**src/rtl/pong_game_sequencer_pkg.sv**
```systemverilog
// pong_game_sequencer_pkg: shared types and constants for the pong sequencer.
// Holds the FSM state encoding, winner codes, ball direction constants,
// default board dimensions and the paddle coverage test.
package pong_game_sequencer_pkg;

    typedef enum logic [2:0] {
        ST_IDLE,
        ST_SERVE,
        ST_PLAY,
        ST_POINT,
        ST_OVER
    } state_e;

    typedef enum logic [1:0] {
        WIN_NONE = 2'd0,
        WIN_P1   = 2'd1,
        WIN_P2   = 2'd2
    } winner_e;

    localparam logic DIR_RIGHT = 1'b0;
    localparam logic DIR_LEFT  = 1'b1;
    localparam logic DIR_DOWN  = 1'b0;
    localparam logic DIR_UP    = 1'b1;

    localparam int DEF_GAME_WIDTH    = 40;
    localparam int DEF_GAME_HEIGHT   = 30;
    localparam int DEF_PADDLE_HEIGHT = 6;

    // Widened to 7 bits so a paddle near the bottom cannot wrap its range.
    function automatic logic in_paddle(input logic [5:0] top, input logic [5:0] y, input int ph);
        return ({1'b0, y} >= {1'b0, top}) && ({1'b0, y} <= {1'b0, top} + 7'(ph - 1));
    endfunction

endpackage

```
**src/rtl/pong_game_sequencer_tick_gen.sv**
```systemverilog
// pong_tick_gen: ball step counter producing one tick every PERIOD enabled clocks.
// Ports: clock, reset_n (async, active-low), en (count enable, count held at 0
// when low), tick (high on the last count of each period).
module pong_tick_gen #(
    parameter int PERIOD = 1250000
) (
    input  logic clock,
    input  logic reset_n,
    input  logic en,
    output logic tick
);

    localparam int CW = PERIOD > 1 ? $clog2(PERIOD) : 1;
    localparam logic [CW-1:0] LAST = CW'(PERIOD - 1);

    logic [CW-1:0] count_q;

    assign tick = en && count_q == LAST;

    always_ff @(posedge clock or negedge reset_n) begin
        if (!reset_n) count_q <= '0;
        else          count_q <= (en && !tick) ? count_q + 1'b1 : '0;
    end

endmodule

```
**src/rtl/pong_game_sequencer.sv**
```systemverilog
// pong_game_sequencer: pong match sequencer (serve, rally, scoring, match end).
// Ports: clock, reset_n (async, active-low), start (begins a game from IDLE/OVER),
// p1_paddle_y/p2_paddle_y (paddle top rows), ball_x/ball_y (ball position),
// p1_score/p2_score, paddle_enable, game_over, winner (0 none, 1 P1, 2 P2).
module pong_game_sequencer
    import pong_game_sequencer_pkg::*;
#(
    parameter int GAME_WIDTH    = DEF_GAME_WIDTH,
    parameter int GAME_HEIGHT   = DEF_GAME_HEIGHT,
    parameter int PADDLE_HEIGHT = DEF_PADDLE_HEIGHT,
    parameter int BALL_SPEED    = 1250000,
    parameter int SERVE_DELAY   = 20,
    parameter int WIN_SCORE     = 9
) (
    input  logic       clock,
    input  logic       reset_n,
    input  logic       start,
    input  logic [5:0] p1_paddle_y,
    input  logic [5:0] p2_paddle_y,
    output logic [5:0] ball_x,
    output logic [5:0] ball_y,
    output logic [3:0] p1_score,
    output logic [3:0] p2_score,
    output logic       paddle_enable,
    output logic       game_over,
    output logic [1:0] winner
);

    localparam int DW = SERVE_DELAY > 1 ? $clog2(SERVE_DELAY) : 1;
    localparam logic [DW-1:0] D_LAST = DW'(SERVE_DELAY - 1);
    localparam logic [5:0] X_C   = 6'(GAME_WIDTH / 2);
    localparam logic [5:0] Y_C   = 6'(GAME_HEIGHT / 2);
    localparam logic [5:0] X_MAX = 6'(GAME_WIDTH - 1);
    localparam logic [5:0] Y_MAX = 6'(GAME_HEIGHT - 1);
    localparam logic [3:0] WS    = 4'(WIN_SCORE);

    state_e        state_q, state_d;
    winner_e       winner_q, winner_d;
    logic [5:0]    x_q, x_d, y_q, y_d;
    logic          dirx_q, dirx_d, diry_q, diry_d, serve_q, serve_d;
    logic [DW-1:0] delay_q, delay_d;
    logic [3:0]    p1_q, p1_d, p2_q, p2_d, p1_inc, p2_inc;
    logic          pe_q, go_q;
    logic          tick, wall, at_p1, at_p2, ret, miss1, miss2;

    pong_tick_gen #(.PERIOD(BALL_SPEED)) u_tick (
        .clock  (clock),
        .reset_n(reset_n),
        .en     (state_q inside {ST_SERVE, ST_PLAY, ST_POINT}),
        .tick   (tick)
    );

    assign wall   = diry_q == DIR_UP ? y_q == '0 : y_q == Y_MAX;
    assign at_p1  = dirx_q == DIR_LEFT && x_q == 6'd1;
    assign at_p2  = dirx_q == DIR_RIGHT && x_q == X_MAX - 6'd1;
    assign ret    = (at_p1 && in_paddle(p1_paddle_y, y_q, PADDLE_HEIGHT)) ||
                    (at_p2 && in_paddle(p2_paddle_y, y_q, PADDLE_HEIGHT));
    assign miss1  = at_p1 && !in_paddle(p1_paddle_y, y_q, PADDLE_HEIGHT);
    assign miss2  = at_p2 && !in_paddle(p2_paddle_y, y_q, PADDLE_HEIGHT);
    assign p1_inc = p1_q >= WS ? WS : p1_q + 4'd1;
    assign p2_inc = p2_q >= WS ? WS : p2_q + 4'd1;

    always_comb begin
        state_d  = state_q;
        winner_d = winner_q;
        x_d      = x_q;
        y_d      = y_q;
        dirx_d   = dirx_q;
        diry_d   = diry_q;
        serve_d  = serve_q;
        delay_d  = delay_q;
        p1_d     = p1_q;
        p2_d     = p2_q;
        case (state_q)
            ST_IDLE, ST_OVER: if (start) begin
                state_d  = ST_SERVE;
                winner_d = WIN_NONE;
                x_d      = X_C;
                y_d      = Y_C;
                serve_d  = DIR_RIGHT;
                delay_d  = '0;
                p1_d     = '0;
                p2_d     = '0;
            end
            ST_SERVE: if (tick) begin
                delay_d = delay_q == D_LAST ? '0 : delay_q + 1'b1;
                if (delay_q == D_LAST) begin
                    state_d = ST_PLAY;
                    dirx_d  = serve_q;
                    diry_d  = DIR_DOWN;
                end
            end
            ST_PLAY: if (tick) begin
                // Wall bounce and paddle return are independent, so a corner hit applies both.
                diry_d = wall ? ~diry_q : diry_q;
                y_d    = wall ? y_q : (diry_q == DIR_UP ? y_q - 6'd1 : y_q + 6'd1);
                dirx_d = ret ? ~dirx_q : dirx_q;
                x_d    = ret ? x_q : miss1 ? '0 : miss2 ? X_MAX :
                         (dirx_q == DIR_LEFT ? x_q - 6'd1 : x_q + 6'd1);
                if (miss1) begin
                    p2_d     = p2_inc;
                    state_d  = p2_inc == WS ? ST_OVER : ST_POINT;
                    winner_d = p2_inc == WS ? WIN_P2 : WIN_NONE;
                    serve_d  = DIR_LEFT;
                end
                if (miss2) begin
                    p1_d     = p1_inc;
                    state_d  = p1_inc == WS ? ST_OVER : ST_POINT;
                    winner_d = p1_inc == WS ? WIN_P1 : WIN_NONE;
                    serve_d  = DIR_RIGHT;
                end
            end
            ST_POINT: if (tick) begin
                delay_d = delay_q == D_LAST ? '0 : delay_q + 1'b1;
                if (delay_q == D_LAST) begin
                    state_d = ST_SERVE;
                    x_d     = X_C;
                    y_d     = Y_C;
                end
            end
            default: state_d = ST_IDLE;
        endcase
    end

    always_ff @(posedge clock or negedge reset_n) begin
        if (!reset_n) begin
            state_q  <= ST_IDLE;
            winner_q <= WIN_NONE;
            x_q      <= X_C;
            y_q      <= Y_C;
            dirx_q   <= DIR_RIGHT;
            diry_q   <= DIR_DOWN;
            serve_q  <= DIR_RIGHT;
            delay_q  <= '0;
            p1_q     <= '0;
            p2_q     <= '0;
            pe_q     <= 1'b0;
            go_q     <= 1'b0;
        end else begin
            state_q  <= state_d;
            winner_q <= winner_d;
            x_q      <= x_d;
            y_q      <= y_d;
            dirx_q   <= dirx_d;
            diry_q   <= diry_d;
            serve_q  <= serve_d;
            delay_q  <= delay_d;
            p1_q     <= p1_d;
            p2_q     <= p2_d;
            pe_q     <= state_d inside {ST_SERVE, ST_PLAY, ST_POINT};
            go_q     <= state_d == ST_OVER;
        end
    end

    assign ball_x        = x_q;
    assign ball_y        = y_q;
    assign p1_score      = p1_q;
    assign p2_score      = p2_q;
    assign paddle_enable = pe_q;
    assign game_over     = go_q;
    assign winner        = winner_q;

endmodule

```
**config.mk**
```make
export PLATFORM = sky130hd
export DESIGN_NAME = pong_game_sequencer
export DESIGN_NICKNAME = d
export VERILOG_FILES = /design/src/rtl/pong_game_sequencer_pkg.sv /design/src/rtl/pong_game_sequencer_tick_gen.sv /design/src/rtl/pong_game_sequencer.sv
export SDC_FILE = /design/constraint.sdc
export NUM_CORES = 1
export LEC_CHECK = 0
export ABC_AREA = 1
export BUFFER_PORTS_ARGS = -buffer_cell sky130_fd_sc_hd__buf_2
export CAP_MARGIN = 20
export CELL_PAD_IN_SITES_DETAIL_PLACEMENT = 1
export CELL_PAD_IN_SITES_GLOBAL_PLACEMENT = 1
export CORE_MARGIN = 4
export CORE_UTILIZATION = 44
export DETAILED_ROUTE_END_ITERATION = 6
export PLACE_DENSITY_LB_ADDON = 0.1
export REMOVE_ABC_BUFFERS = 1
export SLEW_MARGIN = 20
export SYNTH_ARGS = -nofsm -noshare
export SYNTH_HDL_FRONTEND = slang
export SYNTH_SLANG_ARGS = --single-unit
export TNS_END_PERCENT = 20
```
**constraint.sdc**
```tcl
create_clock -name clock -period 2.4 [get_ports clock]
set_input_delay 0.48 -clock clock [delete_from_list [all_inputs] [get_ports clock]]
set_output_delay 0.48 -clock clock [all_outputs]
set_load 0.05 [all_outputs]
```
* After elaboration in Yosys (flattened, before gate mapping)
Index checks and enable logic that the tools add are counted.
Cells by class: add/sub/neg operators 10, $lt $le $gt $ge 6, eq/ne operators 29, mux-type cells 64, bitwise operators 2, reduce and logical (&&, ||, !) cells 32
Operators with widths (count):
- $mux W6 | 14
- $pmux W6 S3 | 2
- $mux W3 | 10
- $mux W4 | 7
- $add A21 B1 Y21 const B | 1
- $eq A21 B21 Y1 const B | 1
- $mux W21 | 1
- $pmux W4 S2 | 2
- $mux W5 | 3
- $add A6 B3 Y7 const B | 2
- $le A6 B7 Y1 | 2
- $mux W1 | 14
- $ne A2 B2 Y1 const B | 7
- $add A6 B1 Y6 const B | 2
- $eq A3 B2 Y1 const B | 4
- $ge A6 B6 Y1 | 2
- $ne A2 B1 Y1 const B | 6
- $pmux W3 S4 | 1
- $reduce_and A4 Y1 | 3
- $reduce_and A6 Y1 | 2
- $sub A6 B1 Y6 const B | 2
- $logic_and A1 B1 Y1 | 10
- $mux W2 | 5
- $pmux W5 S2 | 1
- 23 further kinds | 39
Storage, ports and cells: flip-flop bits (word level) 56, input port bits 15, logic and storage cells 156

* Depth between registers and ports, before layout
depth after elaboration 11, gate-level depth with buffers 20

* By module
A second synthesis with hierarchy kept.
Second synthesis, totals: cell total of the unflattened synthesis 594, area, all modules 4456.8 um^2
Modules (own cells, without submodules):
- pong_game_sequencer | instances 1, cells an instance 426, area an instance 3136.8 um^2, seq. area each 883.3 um^2
- pong_tick_gen | instances 1, cells an instance 168, area an instance 1320.0 um^2, seq. area each 525.5 um^2

* Worst setup path before layout
OpenSTA, ideal clock, no wires.
path type in2reg, start point input port p1_paddle_y[0], end point register winner_q[0] (netlist: winner[0]), arrival time 2.413 ns, data required time 2.334 ns, path slack -0.079 ns, stages on the path 18, path buffers 0, cells stage by stage ha_1 > or2_2 > nand2_1 > xor2_1 > ha_1 > nand2_1 > nand2_1 > a21oi_1 > nand2_1 > nand2_1 > nand2_1 > nand2_2 > nor2_1 > nand2_1 > inv_1 > nor2_1 > nand2_1 > nand2_1
Between the ends: longest elaborated chain between the ends 7, elaborated cells on any way between the ends 8, those cells by class add/sub (1); order compare (2); eq/ne (1); reduce/logical (4)
Ends and longest elaborated chain:
- start: declaration | RTL line pong_game_sequencer.sv:18 | input logic [5:0] p1_paddle_y,
- $add A6 B3 Y7 | RTL line pong_game_sequencer_pkg.sv:31 | return ({1'b0, y} >= {1'b0, top}) && ({1'b0, y} <= {1'b0, top} + 7'(ph - 1));
- $le A6 B7 Y1 | RTL line pong_game_sequencer_pkg.sv:31
- $logic_and A1 B1 Y1 * | RTL line pong_game_sequencer_pkg.sv:31
- $logic_not A1 Y1 * | RTL line pong_game_sequencer.sv:58 | assign miss1 = at_p1 && !in_paddle(p1_paddle_y, y_q, PADDLE_HEIGHT);
- $logic_and A1 B1 Y1 * | RTL line pong_game_sequencer.sv:58
- $ne A3 B3 Y1 (no source line) *
- $reduce_and A4 Y1 (no source line) *
- end signal: assignment | RTL line pong_game_sequencer.sv:141 | winner_q <= winner_d;
- end: declaration | RTL line pong_game_sequencer.sv:38 | winner_e winner_q, winner_d;
Every way passes the cells marked *; elsewhere a longest branch is shown, timed or not. A chain may end at the register's enable or synchronous reset.

* Worst setup path after layout
start point input port p1_paddle_y[0], end point register x_q[3] (netlist: ball_x[3])
Between the ends: longest elaborated chain between the ends 9, elaborated cells on any way between the ends 14, those cells by class add/sub (1); order compare (2); eq/ne (1); mux (4); reduce/logical (6)
Ends and longest elaborated chain:
- $add A6 B3 Y7 | RTL line pong_game_sequencer_pkg.sv:31
- $le A6 B7 Y1 | RTL line pong_game_sequencer_pkg.sv:31
- $logic_and A1 B1 Y1 * | RTL line pong_game_sequencer_pkg.sv:31
- $logic_not A1 Y1 | RTL line pong_game_sequencer.sv:58
- $logic_and A1 B1 Y1 | RTL line pong_game_sequencer.sv:58
- $mux W6 (2 in series) | RTL line pong_game_sequencer.sv:98 | x_d = ret ? x_q : miss1 ? '0 : miss2 ? X_MAX :
- $mux W6 | RTL line pong_game_sequencer.sv:93 | ST_PLAY: if (tick) begin
- $pmux W6 S3 | RTL line pong_game_sequencer.sv:74 | case (state_q)
- end signal: assignment | RTL line pong_game_sequencer.sv:129 | x_q <= X_C;
- end signal: assignment | RTL line pong_game_sequencer.sv:142 | x_q <= x_d;
- end: declaration | RTL line pong_game_sequencer.sv:39 | logic [5:0] x_q, x_d, y_q, y_d;
Every way passes the cells marked *; elsewhere a longest branch is shown, timed or not. The select of a mux whose other input is x is not followed.

==> impl_metrics.env <==
export IMPL_outcome="finished, final reports clean"
export IMPL_startpoint_type="primary input"
export IMPL_worstSetupPathType="in -> reg"
export IMPL_clkSinkCount=56
export IMPL_p_leak_uw=0.002624
export IMPL_path_clk_slew_ns=0.11
export IMPL_die_height_um=106.1
export IMPL_multi_input_area_mm2=0.002645
export IMPL_antenna_found_initial=0
export IMPL_worstPathMaxFanout=5
export IMPL_synthSimpleGateAreaFrac_pct=30.20
export IMPL_area_growth_synth_to_final_pct=18.93
export IMPL_final_common_cell="nand2_1"
export IMPL_ys_seq_elements=56
export IMPL_start_util_pct=45.43
export IMPL_grt_max_degree=30
export IMPL_grt_pass1_vias=4392
export IMPL_final_instance_count_excl_fill=764
export IMPL_yosysSeqAreaShare_pct=33.24
export IMPL_grt_first_pass_wirelength_um=19840
export IMPL_fmax_mhz=423.0
export IMPL_clockRootBuffer="clkbuf_8"
export IMPL_grt_total_usage_pct=21.24
export IMPL_worstMarginPinSlew_ns=0.6746
export IMPL_vias=4079
export IMPL_routedWlPerCell_um=15.56
export IMPL_slew_headroom_pct=55.03
export IMPL_synth_ff_type="dfrtp_1"
export IMPL_drv_cap=0
export IMPL_yosysWarnings=0
export IMPL_synth_top_area_cell="dfrtp_1"
export IMPL_fin_skew_ns=0.01834
export IMPL_drc=0
export IMPL_vdd_drop_max_mv=0.2335
export IMPL_numCtsBuffers=5
export IMPL_holdBufCountCts=0
export IMPL_syn_cell_area_mm2=0.004238
export IMPL_finalWeightedCongestion=0.8201
export IMPL_powerDensity_mw_per_mm2=335.4
export IMPL_final_hold_viol_count=0
export IMPL_cts_tree="done"
export IMPL_drtIter0Drc=121
export IMPL_synth_compound_area_share_pct=11.51
export IMPL_tns_ns=0
export IMPL_nNetsFinal=692
export IMPL_yosys_area_share_adder_pct=12.87
export IMPL_clk_latency_ns=0.32
export IMPL_worstPathCellList="buf_6, ha_4, or2_4, nand2_2, xor2_1, ha_1, nand2_1, nand2_1, a21oi_2, nand2_1, nand2_2, nand2_2, nand2_4, buf_4, buf_4, nand4_1, o21ai_1"
export IMPL_synth_area_leaders="dfrtp_1 (30%), ha_1 (12%), nand2_1 (10%)"
export IMPL_cpPeakStageDelay_ns=0.26
export IMPL_wl_um=11890
export IMPL_fill_cells=1195
export IMPL_drive_above_1_share_pct=20.63
export IMPL_syn_area_per_cell_um2=7.461
export IMPL_coreArea_mm2=0.009328
export IMPL_postRouteAntennaNets=0
export IMPL_rows=35
export IMPL_synthCells=568
export IMPL_synth_top_family_by_area="simple AND/OR/NAND/NOR gates"
export IMPL_finalCritPeriodShare_pct=98.51
export IMPL_final_core_util_pct=54.03
export IMPL_slew_viol_final=0
export IMPL_fp_dieW_um=106.1
export IMPL_dp_hpwl_um=9118
export IMPL_synth_cell_types=37
export IMPL_yosys_area_top_type_share_pct=29.52
export IMPL_synth_edff_count=0
export IMPL_cts_max_path_buffers=2
export IMPL_num_antenna_cells=0
export IMPL_mostFrequentLayoutCells="nand2_1 (107), inv_1 (78), nor2_1 (51)"
export IMPL_drtPass1Iterations=4
export IMPL_synthArstFlopShare_pct=100.0
export IMPL_port_buffers=38
export IMPL_worstHoldPathType="in -> async"
export IMPL_htreeDepth=2
export IMPL_fin_area_mm2=0.005040
export IMPL_required_ns=2.65
export IMPL_worstPathArrival_ns=2.61
export IMPL_period_needed_ns=2.364
export IMPL_dp_cells=753
export IMPL_dieArea_mm2=0.01127
export IMPL_finalSetupViolations=0
export IMPL_cpMaxStageDelayCell="or2_4"
export IMPL_total_power_uw=1690
export IMPL_synthMuxAreaShare_pct=0
export IMPL_seq_area_mm2=0.001409
export IMPL_dpl_instance_area_mm2=0.004755
export IMPL_grt_ovfl_total=0
export IMPL_synth_xor_area_share_pct=4.340
export IMPL_drt_vias_per_instance=5.339
export IMPL_cp_end_kind="register"
export IMPL_io_pins=39
-- critical path: cells and delay by family --
| family | cells | cell delay [ns] |
|---|---|---|
| xor+xnor | 1 | 0.15 |
| buf+inv | 3 | 0.33 |
| fa+ha+maj | 2 | 0.41 |
| compound gates | 2 | 0.31 |
| simple gates | 9 | 0.91 |
-- final cells by class --
class | instances | share of cell area, %
Inverter | 83 | 6.182
Clock inverter | 1 | 0.1738
Sequential cell | 56 | 27.95
Tap cell | 129 | 3.203
Clock buffer | 7 | 1.713
Multi-Input combinational cell | 424 | 52.48
Timing Repair Buffer | 64 | 8.292
-- through the flow --
| step | hold WS (ns) | worst slack [ns] |
|---|---|---|
| floorplan | 0.1844 | -0.07924 |
| global placement | 0.4497 | -0.3295 |
| detailed placement | 0.4574 | -0.4566 |
| CTS | 0.2035 | -0.02170 |
| global route | 0.2383 | -0.06144 |
| finish | 0.1888 | 0.03571 |
-- worst paths after layout --
kind	end	startpoint	cells past startpoint	slack [ns]
max	ball_x[3]	p1_paddle_y[0]	17	0.04
min	u_tick.count_q[17]	reset_n	1	0.19
max reg2reg	paddle_enable	ball_y[0]	14	0.18
min reg2reg	u_tick.count_q[0]	u_tick.count_q[0]	1	0.47
max in group asynchronous	state_q[0]	reset_n	2	1.62
min in group clock	u_tick.count_q[0]	u_tick.count_q[0]	1	0.47
-- registers in the layout, summed over array words and instances, names as in the netlist, 2 cells and up --
name,flops
ball_x,6
delay_q,5
state_q,3
p1_score,4
p2_score,4
winner,2
ball_y,6
u_tick.count_q,21
-- routing by layer --
metal / routed length, um / global-route usage, %
met1: 5243 / 26.07
met2: 6187 / 39.00
met3: 238 / 2.064
met4: 221 / 6.568
met5: 0 / 0
-- synthesized netlist by cell type (3+ instances only) --
library cell and count:
inv_2 3, nand3_1 41, o211ai_1 3, dfstp_2 6, clkbuf_1 4, a21oi_1 31
xnor2_1 5, xor2_1 16, ha_1 42, o21ai_0 32, nand3b_1 3, nor2_1 56
o21ai_1 5, a31oi_1 3, dfrtp_1 50, o21a_1 3, nand2_2 5, nor3_1 13
inv_1 80, nand2_1 116, nand4_1 19, nor4_1 5, nor2_2 3, or2_2 5
-- power breakdown --
group          leakage (uW)  internal [uW]  total, uW  switching, uW
Sequential         0.000684            943        943              0
Clock             0.0000484            238        566            328
Combinational       0.00189           75.0        181            106
Total               0.00262           1260       1690            434
-- timing repair --
action                                  in CTS  in global routing
buffers inserted                             2                  1
endpoints found under the setup margin      12                 25
pin swaps                                    5                 20
endpoints found under the hold margin        0                  0
gates resized for setup                      7                 45
-- kinds of logic (layout without fill, tap and decap cells) --
| family | Yosys count | in the layout |
|---|---|---|
| flip-flops | 56 | 56 |
| XOR/XNOR | 21 | 21 |
| buffers and inverters | 88 | 155 |
| adder cells (fa/ha/maj) | 43 | 43 |
| AO/OA/AOI/OAI | 86 | 86 |
| AND/OR/NAND/NOR | 274 | 274 |
Note: power is estimated with default switching activity, not from simulation.
